## src/rtl/register_mem.sv

```systemverilog
// 8 x 8 register file for the MIPS-Lite datapath: three combinational read ports, one write port.
// Optional build macro REG_ZERO_HARDWIRED_EN makes register 0 read as zero and ignore writes.
module register_mem #(
    parameter int unsigned DATA_W = 8,
    parameter int unsigned ADDR_W = 3,
    parameter logic [2:0]  SW_OP  = 3'b110
) (
    input  logic              clk,
    input  logic              rst,
    input  logic [2:0]        ALU_op,
    input  logic [ADDR_W-1:0] rs_in,
    input  logic [ADDR_W-1:0] rt_in,
    input  logic [ADDR_W-1:0] rd_in,
    input  logic [DATA_W-1:0] from_reg_src,
    input  logic              reg_write,
    output logic [DATA_W-1:0] rs_out,
    output logic [DATA_W-1:0] rt_out,
    output logic [DATA_W-1:0] save_out
);

    localparam int unsigned NUM_REGS = 2 ** ADDR_W;

`ifdef REG_ZERO_HARDWIRED_EN
    localparam bit ZERO_HARDWIRED = 1'b1;
`else
    localparam bit ZERO_HARDWIRED = 1'b0;
`endif

    logic [DATA_W-1:0] regs [NUM_REGS];
    logic              wr_en;

    // Stores reuse rd_in as the data source index, so they must never write back.
    assign wr_en = reg_write && (ALU_op != SW_OP);

    // Per-entry decode keeps an unknown index from touching any register.
    always_ff @(posedge clk or posedge rst) begin
        if (rst) begin
            for (int i = 0; i < int'(NUM_REGS); i++) begin
                regs[i] <= '0;
            end
        end else if (wr_en) begin
            for (int i = 0; i < int'(NUM_REGS); i++) begin
                if ((rd_in == ADDR_W'(i)) && !(ZERO_HARDWIRED && (i == 0))) begin
                    regs[i] <= from_reg_src;
                end
            end
        end
    end

    // Read ports: no bypass, a same-cycle write shows up only after the edge.
    always_comb begin
        rs_out   = regs[rs_in];
        rt_out   = regs[rt_in];
        save_out = regs[rd_in];
        if (ZERO_HARDWIRED) begin
            if (rs_in == '0) rs_out   = '0;
            if (rt_in == '0) rt_out   = '0;
            if (rd_in == '0) save_out = '0;
        end
    end

endmodule

```

## config.mk

```make
export PLATFORM = sky130hd
export DESIGN_NAME = register_mem
export DESIGN_NICKNAME = d
export VERILOG_FILES = /design/src/rtl/register_mem.sv
export SDC_FILE = /design/constraint.sdc
export NUM_CORES = 1
export LEC_CHECK = 0
export CAP_MARGIN = 20
export CELL_PAD_IN_SITES_DETAIL_PLACEMENT = 1
export CELL_PAD_IN_SITES_GLOBAL_PLACEMENT = 1
export CORE_MARGIN = 4
export CORE_UTILIZATION = 39
export CTS_CLUSTER_SIZE = 12
export DETAILED_ROUTE_END_ITERATION = 8
export HOLD_SLACK_MARGIN = 0.15
export MAX_ROUTING_LAYER = met4
export PLACE_DENSITY_LB_ADDON = 0.3
export SLEW_MARGIN = 5
export SYNTH_ARGS = -nofsm -noshare
export SYNTH_HDL_FRONTEND = slang
export SYNTH_SLANG_ARGS = --single-unit
```

## constraint.sdc

```tcl
create_clock -name clk -period 2.6 [get_ports clk]
set_input_delay 0.52 -clock clk [delete_from_list [all_inputs] [get_ports clk]]
set_output_delay 0.52 -clock clk [all_outputs]
set_load 0.01 [all_outputs]
```

# After elaboration in Yosys (flattened, before gate mapping)
# Index checks and enable logic that the tools add are counted.
[totals] register_bits=64 inputBits=23 out_inout_bits=24 wordCells=41
[op_classes] order_cmp=3 eq_ne=8 mux=9 n_bitwise=3 n_reduce_logical=10
[op_table] op="$bmux 8 s3" n=3
[op_table] op="$mux 8" n=6
[op_table] op="$reduce_and 2->1" n=8
[op_table] op="$eq 3x3->1 const B" n=4
[op_table] op="$ge 4x4->1 const B" n=3
[op_table] op="$not 3->4" n=3
[op_table] op="$eq 3x2->1 const B" n=2
[op_table] op="$eq 3x1->1 const B" n=1
[op_table] op="$logic_not 3->1" n=1
[op_table] op="$ne 3x3->1 const B" n=1
[op_table] op="$logic_and 1x1->1" n=1

# Longest topological paths before layout
[logic_depth] depth_word=4 depth_mapped=4 mapped_depth_nobuf=3

# Worst setup path before layout
# Ideal clock, no wire load.
[synth_timing] path_kind="input port to output port" startpoint="input port rs_in[1]" endpoint="output port rs_out[3]" t_arrival_ps=1516 setup_slack_ps=564 path_stages=4 cell_sequence="buf_6 -> buf_12 -> mux4_2 -> mux2_4"
[synth_between] elab_chain_cells=4
[synth_rtl] element="start, declared" line_no="11" source="input logic [ADDR_W-1:0] rs_in,"
[synth_rtl] element="$not 3->4 (implied by the code)" line_no="52" source="rs_out = regs[rs_in];"
[synth_rtl] element="$bmux 8 s3" line_no="52"
[synth_rtl] element="$mux 8 (implied by the code) (2 in a row)" line_no="52"
[synth_rtl] element="end, declared" line_no="16" source="output logic [DATA_W-1:0] rs_out,"
# Every way passes these cells. The select of a mux whose other input is x is not followed.

# Final worst setup path
[layout_timing] startpoint="input port rt_in[2]" endpoint="output port rt_out[3]"
[layout_between] elab_chain_cells=4
[layout_rtl] element="start, declared" line_no="12" source="input logic [ADDR_W-1:0] rt_in,"
[layout_rtl] element="$not 3->4 (implied by the code)" line_no="53" source="rt_out = regs[rt_in];"
[layout_rtl] element="$bmux 8 s3" line_no="53"
[layout_rtl] element="$mux 8 (implied by the code) (2 in a row)" line_no="53"
[layout_rtl] element="end, declared" line_no="17" source="output logic [DATA_W-1:0] rt_out,"
# Every way passes these cells. The select of a mux whose other input is x is not followed.

==> report_table.html <==
<table>
<tr><th>Metric</th><th>Value</th></tr>
<tr><th colspan="2">Timing</th></tr>
<tr><td>Highest clock frequency the design can meet</td><td>391 MHz</td></tr>
<tr><td># setup viols final</td><td>0</td></tr>
<tr><td>Final worst clock skew</td><td>0 ns</td></tr>
<tr><td>Number of hold violations in the final report</td><td>0</td></tr>
<tr><td>Final count of pins violating max slew</td><td>0</td></tr>
<tr><td>Max-slew headroom at the worst pin</td><td>67.8%</td></tr>
<tr><td>Final critical-path required period</td><td>2.56 ns</td></tr>
<tr><td>Period utilisation layout</td><td>98.4%</td></tr>
<tr><td>Final worst-path setup slack</td><td>0.0403 ns</td></tr>
<tr><td>Transition time at the pin with the least slew margin</td><td>0.481 ns</td></tr>
<tr><td>RSZ-0062 raised after global routing</td><td>no</td></tr>
<tr><th colspan="2">Route</th></tr>
<tr><td>Antenna-violating nets left</td><td>0</td></tr>
<tr><td>Number of detailed-routing iterations run before antenna repair</td><td>4</td></tr>
<tr><td>Post-detailed-route DRC marker count</td><td>0</td></tr>
<tr><td>Vias</td><td>2693</td></tr>
<tr><td>Vias/cell</td><td>6.01</td></tr>
<tr><td>DRC violation total after the first TritonRoute iteration</td><td>209</td></tr>
<tr><td>Average wire per standard cell</td><td>25.8 um</td></tr>
<tr><td>Final Routed Wirelength</td><td>11600 um</td></tr>
<tr><th colspan="2">Global routing</th></tr>
<tr><td>Via count of the first global-routing pass</td><td>2912</td></tr>
<tr><td>Overflow after GRT</td><td>0</td></tr>
<tr><td>Global-route total usage across every layer</td><td>20.1%</td></tr>
<tr><td>Maximum number of pins on one net before global-route repair</td><td>65</td></tr>
<tr><td>Global-route wire length before repair</td><td>18000 um</td></tr>
<tr><td>Number of antenna violations at the first check in global routing</td><td>0</td></tr>
<tr><th colspan="2">Logic synthesis</th></tr>
<tr><td>Fraction of synthesis flops using an asynchronous set or reset pin</td><td>100%</td></tr>
<tr><td>Number of distinct library cell variants in the gate-level netlist after synthesis</td><td>25</td></tr>
<tr><td>Synthesized netlist net count</td><td>258</td></tr>
<tr><td>Cells after Synth</td><td>235</td></tr>
<tr><td>Sequential area share after synthesis</td><td>38.6%</td></tr>
<tr><td>Number of warnings reported in the yosys synthesis log</td><td>0</td></tr>
<tr><td>Top FF cell, synth</td><td>sky130_fd_sc_hd__dfrtp_1</td></tr>
<tr><td>Mean instance size in the synthesized netlist</td><td>17.7 um^2</td></tr>
<tr><td>Synthesized cell area</td><td>0.00415 mm^2</td></tr>
<tr><td>Number of synthesized flops with an enable pin</td><td>0</td></tr>
<tr><td>Number of synthesized register bits</td><td>64</td></tr>
<tr><th colspan="2">Power and ir drop</th></tr>
<tr><td>Leakage</td><td>0.00226 uW</td></tr>
<tr><td>Net switching fraction of the power</td><td>29.0%</td></tr>
<tr><td>Max IR drop VDD</td><td>0.000346 V</td></tr>
<tr><td>Internal Power</td><td>2520 uW</td></tr>
<tr><td>Portion of total power attributed to sequential cells</td><td>41.3%</td></tr>
<tr><td>Combinational group share of total power</td><td>33.5%</td></tr>
<tr><td>Power dissipated by switching net loads</td><td>1030 uW</td></tr>
<tr><td>Clock network fraction of design power</td><td>25.2%</td></tr>
<tr><td>Power per standard cell area</td><td>680 mW/mm^2</td></tr>
<tr><th colspan="2">Floorplan</th></tr>
<tr><td>Row cnt</td><td>37</td></tr>
<tr><td>Initial Util</td><td>40.1%</td></tr>
<tr><td>Total I/O pin count</td><td>47</td></tr>
<tr><td>Core Region</td><td>0.0104 mm^2</td></tr>
<tr><td>Die extent in y</td><td>111 um</td></tr>
<tr><td>Total Die Area</td><td>0.0124 mm^2</td></tr>
<tr><td>Floorplan die width</td><td>111 um</td></tr>
<tr><th colspan="2">Finish</th></tr>
<tr><td>Most frequent cells in the layout</td><td>79 x sky130_fd_sc_hd__mux2_2, 64 x sky130_fd_sc_hd__dfrtp_1, 28 x sky130_fd_sc_hd__mux4_1, 24 x sky130_fd_sc_hd__dlygate4sd2_1, 20 x sky130_fd_sc_hd__mux4_2</td></tr>
<tr><td>Layout cell share with drive strength beyond 1</td><td>53.5%</td></tr>
<tr><td>Synth-to-layout area growth</td><td>25.7%</td></tr>
<tr><td>Sequential cell area</td><td>0.00160 mm^2</td></tr>
<tr><td>Final core utilization</td><td>50.3%</td></tr>
<tr><td>Most common library cell in the layout ignoring fill and taps</td><td>sky130_fd_sc_hd__mux2_2</td></tr>
<tr><td>Area used by multi-input combinational logic</td><td>0.00235 mm^2</td></tr>
<tr><td># nets final</td><td>330</td></tr>
<tr><td>Antenna cell count</td><td>0</td></tr>
<tr><td>Top Registers</td><td>regs x64</td></tr>
<tr><td>Most flops, register</td><td>regs</td></tr>
<tr><td>Flip-flop count of the largest register after layout</td><td>64</td></tr>
<tr><td>Filler cell count in the final layout</td><td>1005</td></tr>
<tr><th colspan="2">Worst setup path</th></tr>
<tr><td>Arrival time worst endpoint</td><td>2.04 ns</td></tr>
<tr><td>Required time of the critical path</td><td>2.08 ns</td></tr>
<tr><td>Largest fanout on the critical path</td><td>5</td></tr>
<tr><td>Startpoint type of the worst setup path</td><td>input pin</td></tr>
<tr><td>Crit Path Category</td><td>input pin to output port</td></tr>
<tr><td>Crit end category</td><td>output port</td></tr>
<tr><th colspan="2">Placed design</th></tr>
<tr><td>Final HPWL from detailed placement</td><td>7020 um</td></tr>
<tr><td>Gp weighted congestion</td><td>0.749</td></tr>
<tr><td>Pre-CTS WS</td><td>-0.507 ns</td></tr>
<tr><td>IO Port Bufs</td><td>46</td></tr>
<tr><th colspan="2">Clocking</th></tr>
<tr><td>Longest Clk Path Bufs</td><td>2</td></tr>
<tr><td>Clock-pin slew reported for the worst setup and hold paths after clock tree synthesis</td><td>0.06 ns</td></tr>
<tr><td>Post-CTS Hold Buffers</td><td>0</td></tr>
<tr><td>Insertion delay of the later-clocked pin in the worst-skew pair</td><td>0.34 ns</td></tr>
<tr><td>TritonCTS clock tree</td><td>done</td></tr>
<tr><td>Root buf cell</td><td>sky130_fd_sc_hd__clkbuf_8</td></tr>
<tr><td>Sink count of the clock tree</td><td>64</td></tr>
<tr><td>Depth of the CTS H-tree</td><td>3</td></tr>
<tr><td>Number of buffers created by CTS</td><td>9</td></tr>
<tr><th colspan="2">Outcome</th></tr>
<tr><td>Result of the run</td><td>finished clean</td></tr>
<tr><th colspan="2">Min path</th></tr>
<tr><td>Path category of the worst min-delay check</td><td>register to register</td></tr>
<tr><th colspan="2">Run</th></tr>
<tr><td>Count of maximum capacitance violations</td><td>0</td></tr>
</table>
Yosys cell counts (all sizes together) (2+ instances only):
master / instances / area (um^2)
mux4: 48 / 1190
dfrtp: 64 / 1600
nor2: 4 / 32.5
mux2: 88 / 1020
nand4b: 4 / 47.6
nand4: 2 / 18.8
clkbuf: 5 / 62.6
buf: 13 / 133
stage by stage:
step           hold slack [ns]  instance area [um^2]  total power, uW  setup TNS [ns]  cells
6_report                 0.541                  5220             3550               0    448
5_1_grt                  0.579                  5220             3740               0    448
4_1_cts                  0.547                  5230             3570               0    448
3_5_place_dp             0.531                  4870             2710          -10.88    423
3_3_place_gp             0.522                  4870             2660          -10.54    423
2_1_floorplan            0.488                  4150             2210               0    235
routing by layer:
layer	global-route usage, %	vias up	share of wire, %
met5	-	-	0
met4	6.73	0	2.0
met3	4.04	20	6.3
met2	30.8	116	48
met1	27.0	1424	44
li1	-	1133	-
worst max-delay path: stages:
cell	delay, ns
sky130_fd_sc_hd__buf_2	0.15
sky130_fd_sc_hd__bufbuf_16	0.28
sky130_fd_sc_hd__mux4_1	0.53
sky130_fd_sc_hd__mux2_4	0.27
sky130_fd_sc_hd__dlygate4sd2_1	0.28
cell type report:
class	instances	area share (%)
Clock buffer	13	3.04
Clock inverter	3	0.767
Inverter	1	0.0719
Multi-Input combinational cell	152	45.1
Sequential cell	64	30.7
Tap cell	136	3.26
Timing Repair Buffer	79	17.1
repair_timing:
action / in CTS / in global routing
resized for setup: 49 / 4
setup endpoints to repair: 24 / 4
cloned: 6 / 0
buffers inserted: 3 / 0
cells by family (layout without fill, tap and decap cells):
logic type	Yosys count	after routing	share of synthesized area (%)
buffers and inverters	19	96	4.79
and+or+nand+nor	16	16	3.52
DFF	64	64	38.6
muxes	136	136	53.1
power by group through the flow:
stage,registers [uW],clock network [uW],logic (uW)
2_1_floorplan,1380,0,835
3_3_place_gp,1460,0,1210
3_5_place_dp,1480,0,1240
4_1_cts,1460,912,1200
5_1_grt,1500,962,1270
6_report,1470,894,1190
worst paths after layout:
check	cells past startpoint	slack, ns	endpoint	startpoint
worst max-delay path	5	0.04	rt_out[3]	rt_in[2]
worst min-delay path	1	0.54	regs[37]$_DFFE_PP0P_	regs[37]$_DFFE_PP0P_
worst max register to register	1	1.77	regs[44]$_DFFE_PP0P_	regs[44]$_DFFE_PP0P_
worst min register to register	1	0.54	regs[37]$_DFFE_PP0P_	regs[37]$_DFFE_PP0P_
max in group asynchronous	3	1.74	regs[4]$_DFFE_PP0P_	rst
min in group asynchronous	3	0.55	regs[57]$_DFFE_PP0P_	rst
Power figures use the tool's default switching activity.
